===== src/rtl/ssd1306_rx_pkg.sv =====
// Shared opcodes, enums and the parameter-count table for the SSD1306 link receiver.
package ssd1306_rx_pkg;

  localparam logic [7:0] CMD_SET_MODE  = 8'h20;
  localparam logic [7:0] CMD_COL_ADDR  = 8'h21;
  localparam logic [7:0] CMD_PAGE_ADDR = 8'h22;
  localparam logic [7:0] CMD_PAGE_BASE = 8'hB0;
  localparam logic [7:0] CMD_DISP_OFF  = 8'hAE;
  localparam logic [7:0] CMD_DISP_ON   = 8'hAF;

  typedef enum logic [1:0] {
    MODE_HORIZ = 2'b00,
    MODE_VERT  = 2'b01,
    MODE_PAGE  = 2'b10
  } addr_mode_e;

  typedef enum logic [2:0] {
    ST_IDLE,
    ST_PARAM,
    ST_COL_START,
    ST_COL_END,
    ST_PG_START,
    ST_PG_END,
    ST_MODE
  } dec_state_e;

  // Number of trailing parameter bytes for commands the decoder does not interpret.
  function automatic logic [2:0] param_count(input logic [7:0] cmd);
    case (cmd)
      8'h81, 8'h8D, 8'hA8, 8'hD3,
      8'hD5, 8'hD9, 8'hDA, 8'hDB: param_count = 3'd1;
      8'hA3:                      param_count = 3'd2;
      8'h29, 8'h2A:               param_count = 3'd5;
      8'h26, 8'h27:               param_count = 3'd6;
      default:                    param_count = 3'd0;
    endcase
  endfunction

endpackage


===== src/rtl/ssd1306_rx_shifter.sv =====
// Link-input synchronizers, SCLK rise detect and MSB-first byte assembly.
module ssd1306_rx_shifter #(
  parameter int SYNC_STAGES = 2
) (
  input  logic       clk,
  input  logic       rst_n,
  input  logic       rstn_in,
  input  logic       csn_in,
  input  logic       dc_in,
  input  logic       sclk_in,
  input  logic       mosi_in,
  output logic [7:0] byte_out,
  output logic       byte_dc,
  output logic       byte_valid,
  output logic       frame_err,
  output logic       soft_rst
);

  // Bit order {rstn, csn, dc, sclk, mosi}; idle = panel out of reset, deselected.
  localparam logic [4:0] SYNC_IDLE = 5'b11000;

  logic [4:0] sync_reg [SYNC_STAGES];
  logic [4:0] sync_out;
  logic       rstn_s, csn_s, dc_s, sclk_s, mosi_s;
  logic       sclk_prev;
  logic       rise;
  logic [6:0] shift;
  logic [2:0] bit_cnt;

  always_ff @(posedge clk or negedge rst_n) begin
    if (!rst_n) begin
      for (int i = 0; i < SYNC_STAGES; i++) sync_reg[i] <= SYNC_IDLE;
    end else begin
      sync_reg[0] <= {rstn_in, csn_in, dc_in, sclk_in, mosi_in};
      for (int i = 1; i < SYNC_STAGES; i++) sync_reg[i] <= sync_reg[i-1];
    end
  end

  assign sync_out = sync_reg[SYNC_STAGES-1];
  assign {rstn_s, csn_s, dc_s, sclk_s, mosi_s} = sync_out;
  assign rise     = sclk_s & ~sclk_prev;
  assign soft_rst = ~rstn_s;

  always_ff @(posedge clk or negedge rst_n) begin
    if (!rst_n) begin
      sclk_prev  <= 1'b0;
      shift      <= '0;
      bit_cnt    <= '0;
      byte_out   <= '0;
      byte_dc    <= 1'b0;
      byte_valid <= 1'b0;
      frame_err  <= 1'b0;
    end else begin
      sclk_prev  <= sclk_s;
      byte_valid <= 1'b0;
      frame_err  <= 1'b0;
      if (!rstn_s) begin
        bit_cnt <= '0;
      // A final rise that lands with CS# release still completes the byte.
      end else if (rise && (!csn_s || bit_cnt == 3'd7)) begin
        shift   <= {shift[5:0], mosi_s};
        bit_cnt <= bit_cnt + 3'd1;
        if (bit_cnt == 3'd7) begin
          byte_out   <= {shift, mosi_s};
          byte_dc    <= dc_s;
          byte_valid <= 1'b1;
        end
      end else if (csn_s) begin
        bit_cnt   <= '0;
        frame_err <= (bit_cnt != 3'd0);
      end
    end
  end

endmodule


===== src/rtl/ssd1306_spi_receiver.sv =====
// SSD1306 display-side SPI model: byte reassembly plus, with SSD1306_RX_CMD_DECODE_EN
// defined, the command decoder and framebuffer address generator.
module ssd1306_spi_receiver
  import ssd1306_rx_pkg::*;
#(
  parameter int SYNC_STAGES = 2
) (
  input  logic       clk,
  input  logic       rst_n,
  input  logic       oled_rstn_in,
  input  logic       oled_csn_in,
  input  logic       oled_dc_in,
  input  logic       oled_clk_in,
  input  logic       oled_mosi_in,
  output logic [7:0] byte_out,
  output logic       byte_dc,
  output logic       byte_valid,
  output logic       frame_err,
  output logic       fb_we,
  output logic [9:0] fb_addr,
  output logic [7:0] fb_data,
  output logic       display_on
);

  logic soft_rst;

  ssd1306_rx_shifter #(.SYNC_STAGES(SYNC_STAGES)) u_shifter (
    .clk        (clk),
    .rst_n      (rst_n),
    .rstn_in    (oled_rstn_in),
    .csn_in     (oled_csn_in),
    .dc_in      (oled_dc_in),
    .sclk_in    (oled_clk_in),
    .mosi_in    (oled_mosi_in),
    .byte_out   (byte_out),
    .byte_dc    (byte_dc),
    .byte_valid (byte_valid),
    .frame_err  (frame_err),
    .soft_rst   (soft_rst)
  );

`ifdef SSD1306_RX_CMD_DECODE_EN
  dec_state_e state_reg, state_next;
  addr_mode_e mode_reg, mode_next;
  logic [6:0] col_reg, col_next, col_start_reg, col_start_next, col_end_reg, col_end_next;
  logic [2:0] page_reg, page_next, pg_start_reg, pg_start_next, pg_end_reg, pg_end_next;
  logic [2:0] skip_reg, skip_next;
  logic       disp_reg, disp_next;
  logic       fb_we_reg, fb_we_next;
  logic [9:0] fb_addr_reg, fb_addr_next;
  logic [7:0] fb_data_reg, fb_data_next;

  always_ff @(posedge clk or negedge rst_n) begin
    if (!rst_n) begin
      state_reg     <= ST_IDLE;
      mode_reg      <= MODE_HORIZ;
      col_reg       <= '0;
      col_start_reg <= '0;
      col_end_reg   <= 7'd127;
      page_reg      <= '0;
      pg_start_reg  <= '0;
      pg_end_reg    <= 3'd7;
      skip_reg      <= '0;
      disp_reg      <= 1'b0;
      fb_we_reg     <= 1'b0;
      fb_addr_reg   <= '0;
      fb_data_reg   <= '0;
    end else begin
      state_reg     <= state_next;
      mode_reg      <= mode_next;
      col_reg       <= col_next;
      col_start_reg <= col_start_next;
      col_end_reg   <= col_end_next;
      page_reg      <= page_next;
      pg_start_reg  <= pg_start_next;
      pg_end_reg    <= pg_end_next;
      skip_reg      <= skip_next;
      disp_reg      <= disp_next;
      fb_we_reg     <= fb_we_next;
      fb_addr_reg   <= fb_addr_next;
      fb_data_reg   <= fb_data_next;
    end
  end

  always_comb begin
    state_next     = state_reg;
    mode_next      = mode_reg;
    col_next       = col_reg;
    col_start_next = col_start_reg;
    col_end_next   = col_end_reg;
    page_next      = page_reg;
    pg_start_next  = pg_start_reg;
    pg_end_next    = pg_end_reg;
    skip_next      = skip_reg;
    disp_next      = disp_reg;
    fb_we_next     = 1'b0;
    fb_addr_next   = fb_addr_reg;
    fb_data_next   = fb_data_reg;
    if (soft_rst) begin
      state_next     = ST_IDLE;
      mode_next      = MODE_HORIZ;
      col_next       = '0;
      col_start_next = '0;
      col_end_next   = 7'd127;
      page_next      = '0;
      pg_start_next  = '0;
      pg_end_next    = 3'd7;
      skip_next      = '0;
      disp_next      = 1'b0;
    end else if (byte_valid && byte_dc) begin
      // Data always writes, and cancels any half-received command.
      state_next   = ST_IDLE;
      fb_we_next   = 1'b1;
      fb_addr_next = {page_reg, col_reg};
      fb_data_next = byte_out;
      case (mode_reg)
        MODE_HORIZ: begin
          if (col_reg >= col_end_reg) begin
            col_next  = col_start_reg;
            page_next = (page_reg >= pg_end_reg) ? pg_start_reg : page_reg + 3'd1;
          end else begin
            col_next = col_reg + 7'd1;
          end
        end
        MODE_VERT: begin
          if (page_reg >= pg_end_reg) begin
            page_next = pg_start_reg;
            col_next  = (col_reg >= col_end_reg) ? col_start_reg : col_reg + 7'd1;
          end else begin
            page_next = page_reg + 3'd1;
          end
        end
        default: col_next = col_reg + 7'd1;
      endcase
    end else if (byte_valid) begin
      case (state_reg)
        ST_IDLE: begin
          if (byte_out == CMD_COL_ADDR)                 state_next = ST_COL_START;
          else if (byte_out == CMD_PAGE_ADDR)           state_next = ST_PG_START;
          else if (byte_out == CMD_SET_MODE)            state_next = ST_MODE;
          else if (byte_out[7:3] == CMD_PAGE_BASE[7:3]) page_next  = byte_out[2:0];
          else if (byte_out[7:4] == 4'h0)               col_next   = {col_reg[6:4], byte_out[3:0]};
          else if (byte_out[7:4] == 4'h1)               col_next   = {byte_out[2:0], col_reg[3:0]};
          else if (byte_out == CMD_DISP_OFF)            disp_next  = 1'b0;
          else if (byte_out == CMD_DISP_ON)             disp_next  = 1'b1;
          else if (param_count(byte_out) != 3'd0) begin
            state_next = ST_PARAM;
            skip_next  = param_count(byte_out);
          end
        end
        ST_PARAM: begin
          skip_next = skip_reg - 3'd1;
          if (skip_reg <= 3'd1) state_next = ST_IDLE;
        end
        ST_COL_START: begin
          col_start_next = byte_out[6:0];
          state_next     = ST_COL_END;
        end
        ST_COL_END: begin
          col_end_next = byte_out[6:0];
          col_next     = col_start_reg;
          state_next   = ST_IDLE;
        end
        ST_PG_START: begin
          pg_start_next = byte_out[2:0];
          state_next    = ST_PG_END;
        end
        ST_PG_END: begin
          pg_end_next = byte_out[2:0];
          page_next   = pg_start_reg;
          state_next  = ST_IDLE;
        end
        ST_MODE: begin
          if (byte_out[1:0] != 2'b11) mode_next = addr_mode_e'(byte_out[1:0]);
          state_next = ST_IDLE;
        end
        default: state_next = ST_IDLE;
      endcase
    end
  end

  assign fb_we      = fb_we_reg;
  assign fb_addr    = fb_addr_reg;
  assign fb_data    = fb_data_reg;
  assign display_on = disp_reg;
`else
  logic unused_soft_rst;
  assign unused_soft_rst = soft_rst;
  assign fb_we      = 1'b0;
  assign fb_addr    = '0;
  assign fb_data    = '0;
  assign display_on = 1'b0;
`endif

endmodule


===== config.mk =====
export PLATFORM = sky130hd
export DESIGN_NAME = ssd1306_spi_receiver
export DESIGN_NICKNAME = d
export VERILOG_FILES = /design/src/rtl/ssd1306_rx_pkg.sv /design/src/rtl/ssd1306_rx_shifter.sv /design/src/rtl/ssd1306_spi_receiver.sv
export SDC_FILE = /design/constraint.sdc
export NUM_CORES = 1
export LEC_CHECK = 0
export ABC_AREA = 1
export BUFFER_PORTS_ARGS = -buffer_cell sky130_fd_sc_hd__buf_4
export CORE_MARGIN = 2
export CORE_UTILIZATION = 36
export CTS_BUF_LIST = sky130_fd_sc_hd__clkbuf_16
export CTS_CLUSTER_DIAMETER = 120
export CTS_CLUSTER_SIZE = 40
export DETAILED_ROUTE_END_ITERATION = 10
export HOLD_SLACK_MARGIN = 0.12
export PLACE_DENSITY = 0.55
export SYNTH_ARGS = -nofsm -noshare
export SYNTH_HDL_FRONTEND = slang
export SYNTH_SLANG_ARGS = --single-unit

===== constraint.sdc =====
create_clock -name clk -period 2.2 [get_ports clk]
set_input_delay 0.22 -clock clk [delete_from_list [all_inputs] [get_ports clk]]
set_output_delay 0.22 -clock clk [all_outputs]
set_load 0.01 [all_outputs]

==> summary.md, run 1 <==
| Metric | Value |
|---|---|
| Maximum clock frequency | `around 0.53 GHz` |
| Flip-flop count of the largest register after layout | `8` |
| Util after Layout | `0.463` |
| Post-Route Setup TNS | `0 ns` |
| Crit Reg-Reg Startpoint | `u_shifter.bit_cnt[1]$_DFFE_PN0P_` |
| Critical path class | `flip-flop to flip-flop` |
| Number of remaining DRC errors | `0` |
| Register bit total from synthesis | `32` |
| Worst hold path class | `flip-flop to flip-flop` |
| Cell total after placement | `between 150 and 200` |
| Distinct cells, synth | `20` |
| Yosys Warn Count | `0` |
| TritonCTS clock tree | `built` |
| Buffers from clock root to sink, at most | `2` |
| Share of synthesized area spent on multiplexers | `0` |
| Number of placement rows | `22` |
| WL per Instance | `10.4 microns` |
| Layout cell share with drive strength beyond 1 | `0.244` |
| DRC marker count from the first detailed-route iteration | `39` |
| Y dimension of the die | `~67 microns` |
| Clock skew after layout | `around 0.0013 ns` |
| Post-route setup slack | `around 0.31 ns` |
| Netlist area before placement | `~1400 sq um` |
| Antenna violations before repair | `0` |
| Via count | `903` |
| Fill cell total of the finished layout | `about 350` |
| Global-route total usage across every layer | `0.123` |
| Largest voltage drop on the vdd net | `approximately 560 uV` |
| Initial Utilization | `0.380` |
| Count of cells along the worst hold path | `0` |
| Synth Area in Compound Gates | `0.00355` |
| Die footprint | `4440 sq um` |
| Net count of the finished layout | `approximately 170` |
| CP max FO | `12` |
| Portion of synthesized cell area occupied by the leading cell type | `0.496` |
| Final cell count without fillers | `roughly 210` |
| Period utilisation layout | `0.858` |
| Antenna diodes | `0` |
| Post-Place Cell Area | `about 1500 sq um` |
| End of the worst register-to-register path | `u_shifter.shift[1]$_DFFE_PN0P_` |
| Post-route minimum period | `around 1.9 ns` |
| Horizontal die dimension | `about 67 microns` |
| Length of the first detailed-routing pass in iterations | `4` |
| Top area cells in the synthesized netlist | `dfrtp_1, nand2_1, buf_4` |
| Run status | `finished, final reports clean` |
| Ports | `38` |
| First-pass GRT wire length | `between 3000 and 4000 microns` |
| Registers with the highest flip-flop counts | `u_shifter.byte_out: 8 flops, u_shifter.shift: 7 flops` |
| Post-synthesis xor/xnor area fraction | `0` |
| Post-Layout Inst Area | `around 1700 sq um` |
| Main combinational cell family by area after synthesis | `simple AND/OR/NAND/NOR gates` |
| Power per cell area | `between 800 and 900 nW/um^2` |
| Number of violations of the max-capacitance limit | `0` |
| Detailed Place HPWL | `around 1600 microns` |
| Largest register by flop count | `u_shifter.byte_out` |
| Deepest level of the CTS H-tree | `2` |
| CTS resizes | `0` |
| Met1 demand-to-capacity share in global routing | `0.151` |
| Number of vias per cell after detailed routing | `~4.3` |
| Gate Count Post-Synth | `roughly 140` |
| Maximum number of pins on one net before global-route repair | `33` |
| Placeable core region | `~3700 sq um` |
| Average footprint of a synthesized cell | `approximately 10 sq um` |
| Worst EP arrival | `slightly above 2 ns` |
| Worst Hold Path EP | `u_shifter.sync_out[0]$_DFF_PN0_` |
| Depth of the worst register-to-register path | `7` |
| Sequential element share of the synthesized area | `0.571` |
| Hold slack | `0.345 ns` |
| Routed Antenna Nets | `0` |
| Design Power | `around 1.5 mW` |
| Total global routing overflow | `0` |
| Clock slew seen by the registers of the worst setup and hold paths | `around 0.050 ns` |
| Nature of the critical path endpoint | `flip-flop` |
| Final Hold Viols | `0` |
| Number of pins with negative max-slew slack in the final report | `0` |
| P&R area growth vs syn | `21.9%` |
| Required time of the worst setup path | `2.36 ns` |
| Global Route met2 Usage | `0.185` |
| Clk Latency, worst-skew pair | `about 0.27 ns` |
| Setup repair after global routing missed its margin | `no` |
| Global-route met3 utilization | `0.0608` |
| Slack of the worst reg-to-reg path | `~0.31 ns` |
| Clock sink total | `32` |
| Final setup violation count | `0` |
| CTS Buf Count | `5` |
| Static Leakage | `0.955 nW` |
| Synth Area in Simple Gates | `0.249` |
| Worst setup slack after placement | `0.362 ns` |
| Crit start category | `flip-flop` |
| Buffers added on ports | `17` |
| GP Congestion | `a little under 0.8` |
| Busiest layer in global routing | `met2` |
| Vias in the first global route | `864` |
| Aggregate routed wire length | `approximately 2200 microns` |
| Post-synth top area cell | `dfrtp_1` |
| Synth Area in Adders | `0.0266` |
| Source of the worst hold timing path | `u_shifter.sync_reg[5]$_DFF_PN0_` |
| Root buffer cell | `clkbuf_16` |
-- critical path, cell delays in order, from the launching register on --
cell	delay, ns
dfrtp_1	0.37
ha_1	0.16
ha_1	0.43
nor2_1	0.12
nor2_2	0.36
nand2_2	0.18
nand2_1	0.10
nand2_1	0.06
-- metal layers --
metal	vias up	wire, microns
met2	38	1020
met1	420	1010
met5	-	0
met4	0	28
li1	441	-
met3	4	152
-- cell usage after synthesis --
cell type and number:
nand4_1 9, nor2_8 1, ha_1 3, inv_1 8, dfrtp_1 28, nand2_2 4, buf_6 1, inv_2 1
dfstp_2 4, nor3_2 2, nor2_2 1, buf_4 21, buf_2 1, nand2_4 1, nand2_1 47, conb_1 1
o21ai_0 1, nor2_4 1, nand4_4 1, nor2_1 1
-- cell type report --
| cell class | count | area, sq um | share of cell area |
|---|---|---|---|
| well taps | 48 | 60.1 | 0.0349 |
| inverters | 9 | 33.8 | 0.0196 |
| multi-input cells | 92 | 469 | 0.273 |
| clock buffers | 5 | 125 | 0.0727 |
| clock inverters | 3 | 38.8 | 0.0225 |
| repair buffers | 23 | 188 | 0.109 |
| flip-flops and latches | 32 | 806 | 0.468 |
-- cells by family (layout without fill, tap and decap cells) --
kind of cell,count (synthesis),in the layout
flip-flops,32,32
AO/OA/AOI/OAI,1,1
other,1,20
adder cells (fa/ha/maj),3,3
buffers and inverters,32,40
AND/OR/NAND/NOR,68,68
-- placed cells by master (no fill, tap or decap), drive strengths merged --
master and n:
nand2 52, dfrtp 28, conb 20, buf 17
inv 10, nand4 10, dlygate4sd3 6, clkbuf 5
dfstp 4, nor2 4, ha 3, nor3 2
o21ai 1, bufinv 1, clkinv 1
-- worst max path at each step --
stage / from / end / slack [ns] / cells after the start
global placement: u_shifter.bit_cnt[0]$_DFFE_PN0P_ / u_shifter.shift[3]$_DFFE_PN0P_ / 0.47 / 7
detailed placement: u_shifter.bit_cnt[1]$_DFFE_PN0P_ / u_shifter.shift[1]$_DFFE_PN0P_ / 0.36 / 7
CTS: u_shifter.bit_cnt[1]$_DFFE_PN0P_ / u_shifter.shift[1]$_DFFE_PN0P_ / 0.34 / 7
global route: u_shifter.bit_cnt[1]$_DFFE_PN0P_ / u_shifter.shift[4]$_DFFE_PN0P_ / 0.16 / 7
finish: u_shifter.bit_cnt[1]$_DFFE_PN0P_ / u_shifter.shift[1]$_DFFE_PN0P_ / 0.31 / 7
floorplan: u_shifter.bit_cnt[0]$_DFFE_PN0P_ / u_shifter.shift[1]$_DFFE_PN0P_ / 0.91 / 8
-- timing repair --
action	CTS	global route
hold buffers	6	0
buffers inserted	0	0
endpoints found under the hold margin	33	0
-- power by group --
group	leakage, nW	internal, mW	switching (mW)	total, mW
Clock	0.0850	0.526	0.225	0.751
Sequential	0.413	0.626	0.0266	0.652
Combinational	0.457	0.0292	0.0550	0.0842
Total	0.955	1.18	0.306	1.49
(Power assumes the default switching activity.)
==> run 2: changes to the inputs <==
Settings changed: BUFFER_PORTS_ARGS -buffer_cell sky130_fd_sc_hd__buf_4 to default, DONT_BUFFER_PORTS from default to 1, PLACE_DENSITY 0.55 to 0.47.
==> run 2 against run 1 <==
Against the previous run:
- hold slack gained 0.0057 ns
- die area is the same
- final area decreased by 7.8%
- critical endpoint unchanged
==> summary.md, run 2 (synthesized netlist as in run 1, its figures left out) <==
| Metric | Value |
|---|---|
| Clk Latency, worst-skew pair | `0.27 ns (about the same)` |
| Die footprint | `4440 sq um (unchanged)` |
| Vias in the first global route | `808 (-6.5%)` |
| Critical path class | `flip-flop to flip-flop` |
| First-pass GRT wire length | `3680 microns (-4.5%)` |
| Period utilisation layout | `0.862 (+0.00409)` |
| Aggregate routed wire length | `2140 microns (-3.4%)` |
| Final Hold Viols | `0 (unchanged)` |
| Worst EP arrival | `2.06 ns (about the same)` |
| Top library cells by usage in the layout, fill and taps aside | `nand2_1, dfrtp_1, conb_1, inv_1, nand4_1` |
| Worst Hold Path EP | `u_shifter.sync_out[1]$_DFF_PN0_` |
| Deepest level of the CTS H-tree | `2 (unchanged)` |
| P&R area growth vs syn | `12.4%` |
| Power per cell area | `855 nW/um^2 (-1.1%)` |
| Util after Layout | `0.427 (-0.0360)` |
| GP Congestion | `0.761 (-1.7%)` |
| Worst hold path class | `flip-flop to flip-flop` |
| Depth of the worst register-to-register path | `7 (unchanged)` |
| Clock skew after layout | `0.00397 ns (+0.00265 ns)` |
| Buffers from clock root to sink, at most | `2 (unchanged)` |
| Static Leakage | `0.866 nW (-9.2%)` |
| Switching share of power | `0.220 (+0.0137)` |
| Buffers added on ports | `0 (-17)` |
| Post-Route Setup TNS | `0 ns (unchanged)` |
| Number of violations of the max-capacitance limit | `0 (unchanged)` |
| Registers with the highest flip-flop counts | `u_shifter.byte_out: 8 flops, u_shifter.shift: 7 flops` |
| Required time of the worst setup path | `2.36 ns (about the same)` |
| Antenna diodes | `0 (unchanged)` |
| TritonCTS clock tree | `built` |
| Cell total after placement | `181 (-8.6%)` |
| Horizontal die dimension | `66.6 microns (unchanged)` |
| Final setup violation count | `0 (unchanged)` |
| Hold slack | `0.350 ns (+0.00572 ns)` |
| End of the worst register-to-register path | `u_shifter.shift[1]$_DFFE_PN0P_` |
| Post-route setup slack | `0.304 ns (-0.00899 ns)` |
| Number of pins with negative max-slew slack in the final report | `0 (unchanged)` |
| Source of the worst hold timing path | `u_shifter.sync_reg[6]$_DFF_PN0_` |
| Detailed Place HPWL | `1490 microns (-5.6%)` |
| Total net switching power | `0.298 mW (-2.7%)` |
| Max stage delay cell, worst path | `ha_1` |
| Clock share of power | `0.460 (-0.045)` |
| DRC marker count from the first detailed-route iteration | `39 (unchanged)` |
| Logic gate share of total power | `0.059 (+0.002)` |
| Fill cell total of the finished layout | `370 (+6.0%)` |
| Slack of the worst reg-to-reg path | `0.30 ns (about the same)` |
| Design Power | `1.36 mW (-8.8%)` |
| Critical path cell sequence | `ha_1 -> ha_1 -> nor2_1 -> nor2_2 -> nand2_2 -> nand2_1 -> nand2_1` |
| Maximum number of pins on one net before global-route repair | `33 (unchanged)` |
| Post-Place Cell Area | `1370 sq um (-8.5%)` |
| Post-Layout Inst Area | `1590 sq um (-7.8%)` |
| Ports | `38 (unchanged)` |
| Flip-flop count of the largest register after layout | `8 (unchanged)` |
| Run status | `finished, final reports clean` |
| Clock sink total | `32 (unchanged)` |
| Initial Utilization | `0.380 (unchanged)` |
| Net count of the finished layout | `157 (-9.2%)` |
| Global-route total usage across every layer | `0.119 (-0.00377)` |
| Routed Antenna Nets | `0 (unchanged)` |
| Worst setup slack after placement | `0.321 ns (-0.0416 ns)` |
| Maximum clock frequency | `0.528 GHz (-0.47%)` |
| Placeable core region | `3720 sq um (unchanged)` |
| CTS Buf Count | `5 (unchanged)` |
| CP max FO | `12 (unchanged)` |
| Y dimension of the die | `66.6 microns (unchanged)` |
| Antenna violations before repair | `0 (unchanged)` |
| Crit Reg-Reg Startpoint | `u_shifter.bit_cnt[0]$_DFFE_PN0P_` |
| Delay of the slowest cell on the worst path | `0.43 ns (about the same)` |
| Total routed wire length on the met1 layer | `979 microns (-3.3%)` |
| Met3 WL post-DR | `166 microns (+9.2%)` |
| Number of placement rows | `22 (unchanged)` |
| Most common library cell in the layout ignoring fill and taps | `nand2_1` |
| Top layer used by detailed routing | `met4` |
| Number of buffers and inverters on the critical path | `0 (unchanged)` |
| Nature of the critical path endpoint | `flip-flop` |
| Count of cells along the worst hold path | `0 (unchanged)` |
| Number of vias per cell after detailed routing | `4.29 (+0.74%)` |
| Post-route minimum period | `1.90 ns (+0.00899 ns)` |
| Internal cell power | `1.06 mW (-10%)` |
| WL per Instance | `10.9 microns (+4.4%)` |
| Met2 wirelength from detailed routing | `932 microns (-8.6%)` |
| Sequential share of power | `0.481 (+0.042)` |
| Largest voltage drop on the vdd net | `442 uV (-21%)` |
| Setup repair bufs after CTS | `0 (unchanged)` |
| Via count | `841 (-6.9%)` |
| Setup repair after global routing missed its margin | `no` |
| Crit start category | `flip-flop` |
| Total global routing overflow | `0 (unchanged)` |
| Largest register by flop count | `u_shifter.byte_out` |
| Root buffer cell | `clkbuf_16` |
| Clock slew seen by the registers of the worst setup and hold paths | `0.05 ns (about the same)` |
| Length of the first detailed-routing pass in iterations | `4 (unchanged)` |
| Number of remaining DRC errors | `0 (unchanged)` |
| CP top delay family | `simple AND/OR/NAND/NOR gates` |
| Final cell count without fillers | `196 (-7.5%)` |
| Layout cell share with drive strength beyond 1 | `0.155 (-0.0885)` |
[run 2: final cells by class]
type / instances / area (sq um) / area share
clock buffer: 5 / 125 / 0.0789
clock inverter: 3 / 12.5 / 0.00789
inverter: 9 / 33.8 / 0.0213
multi-input combinational: 92 / 469 / 0.296
sequential: 32 / 806 / 0.508
tap: 48 / 60.1 / 0.0379
timing repair buffer: 7 / 80.1 / 0.0505
[run 2: timing repair]
| item | 4_1_cts | 5_1_grt |
|---|---|---|
| resized for setup | 0 | 0 |
| hold buffers | 7 | 0 |
| endpoints found under the hold margin | 37 | 0 |
[run 2: layer usage]
metal | global-route usage | up-vias
met4 | 0.0765 | 0
met5 | 0 | -
met1 | 0.146 | 393
li1 | - | 405
met3 | 0.0473 | 5
met2 | 0.173 | 38
[run 2: how the worst max path moves through the flow]
| stage | start | to | depth (start not counted) |
|---|---|---|---|
| 3_5_place_dp | u_shifter.bit_cnt[0]$_DFFE_PN0P_ | u_shifter.shift[6]$_DFFE_PN0P_ | 7 |
| 3_3_place_gp | u_shifter.bit_cnt[0]$_DFFE_PN0P_ | u_shifter.shift[0]$_DFFE_PN0P_ | 7 |
| 6_report | u_shifter.bit_cnt[0]$_DFFE_PN0P_ | u_shifter.shift[1]$_DFFE_PN0P_ | 7 |
| 2_1_floorplan | u_shifter.bit_cnt[0]$_DFFE_PN0P_ | u_shifter.shift[1]$_DFFE_PN0P_ | 8 |
| 5_1_grt | u_shifter.bit_cnt[0]$_DFFE_PN0P_ | u_shifter.shift[3]$_DFFE_PN0P_ | 7 |
| 4_1_cts | u_shifter.bit_cnt[0]$_DFFE_PN0P_ | u_shifter.shift[1]$_DFFE_PN0P_ | 7 |
[run 2: worst reg2reg max path: stages (launching register included)]
cell and delay (ns):
dfrtp_1 0.36, ha_1 0.15, ha_1 0.43, nor2_1 0.12, nor2_2 0.38, nand2_2 0.19
nand2_1 0.10, nand2_1 0.05
[run 2: power groups by stage]
| stage | combinational (mW) | clock, mW | sequential, mW |
|---|---|---|---|
| floorplan | 0.0819 | 0 | 0.652 |
| global placement | 0.0567 | 0 | 0.663 |
| detailed placement | 0.0570 | 0 | 0.660 |
| CTS | 0.0806 | 0.644 | 0.652 |
| global route | 0.0947 | 0.667 | 0.656 |
| finish | 0.0796 | 0.625 | 0.652 |
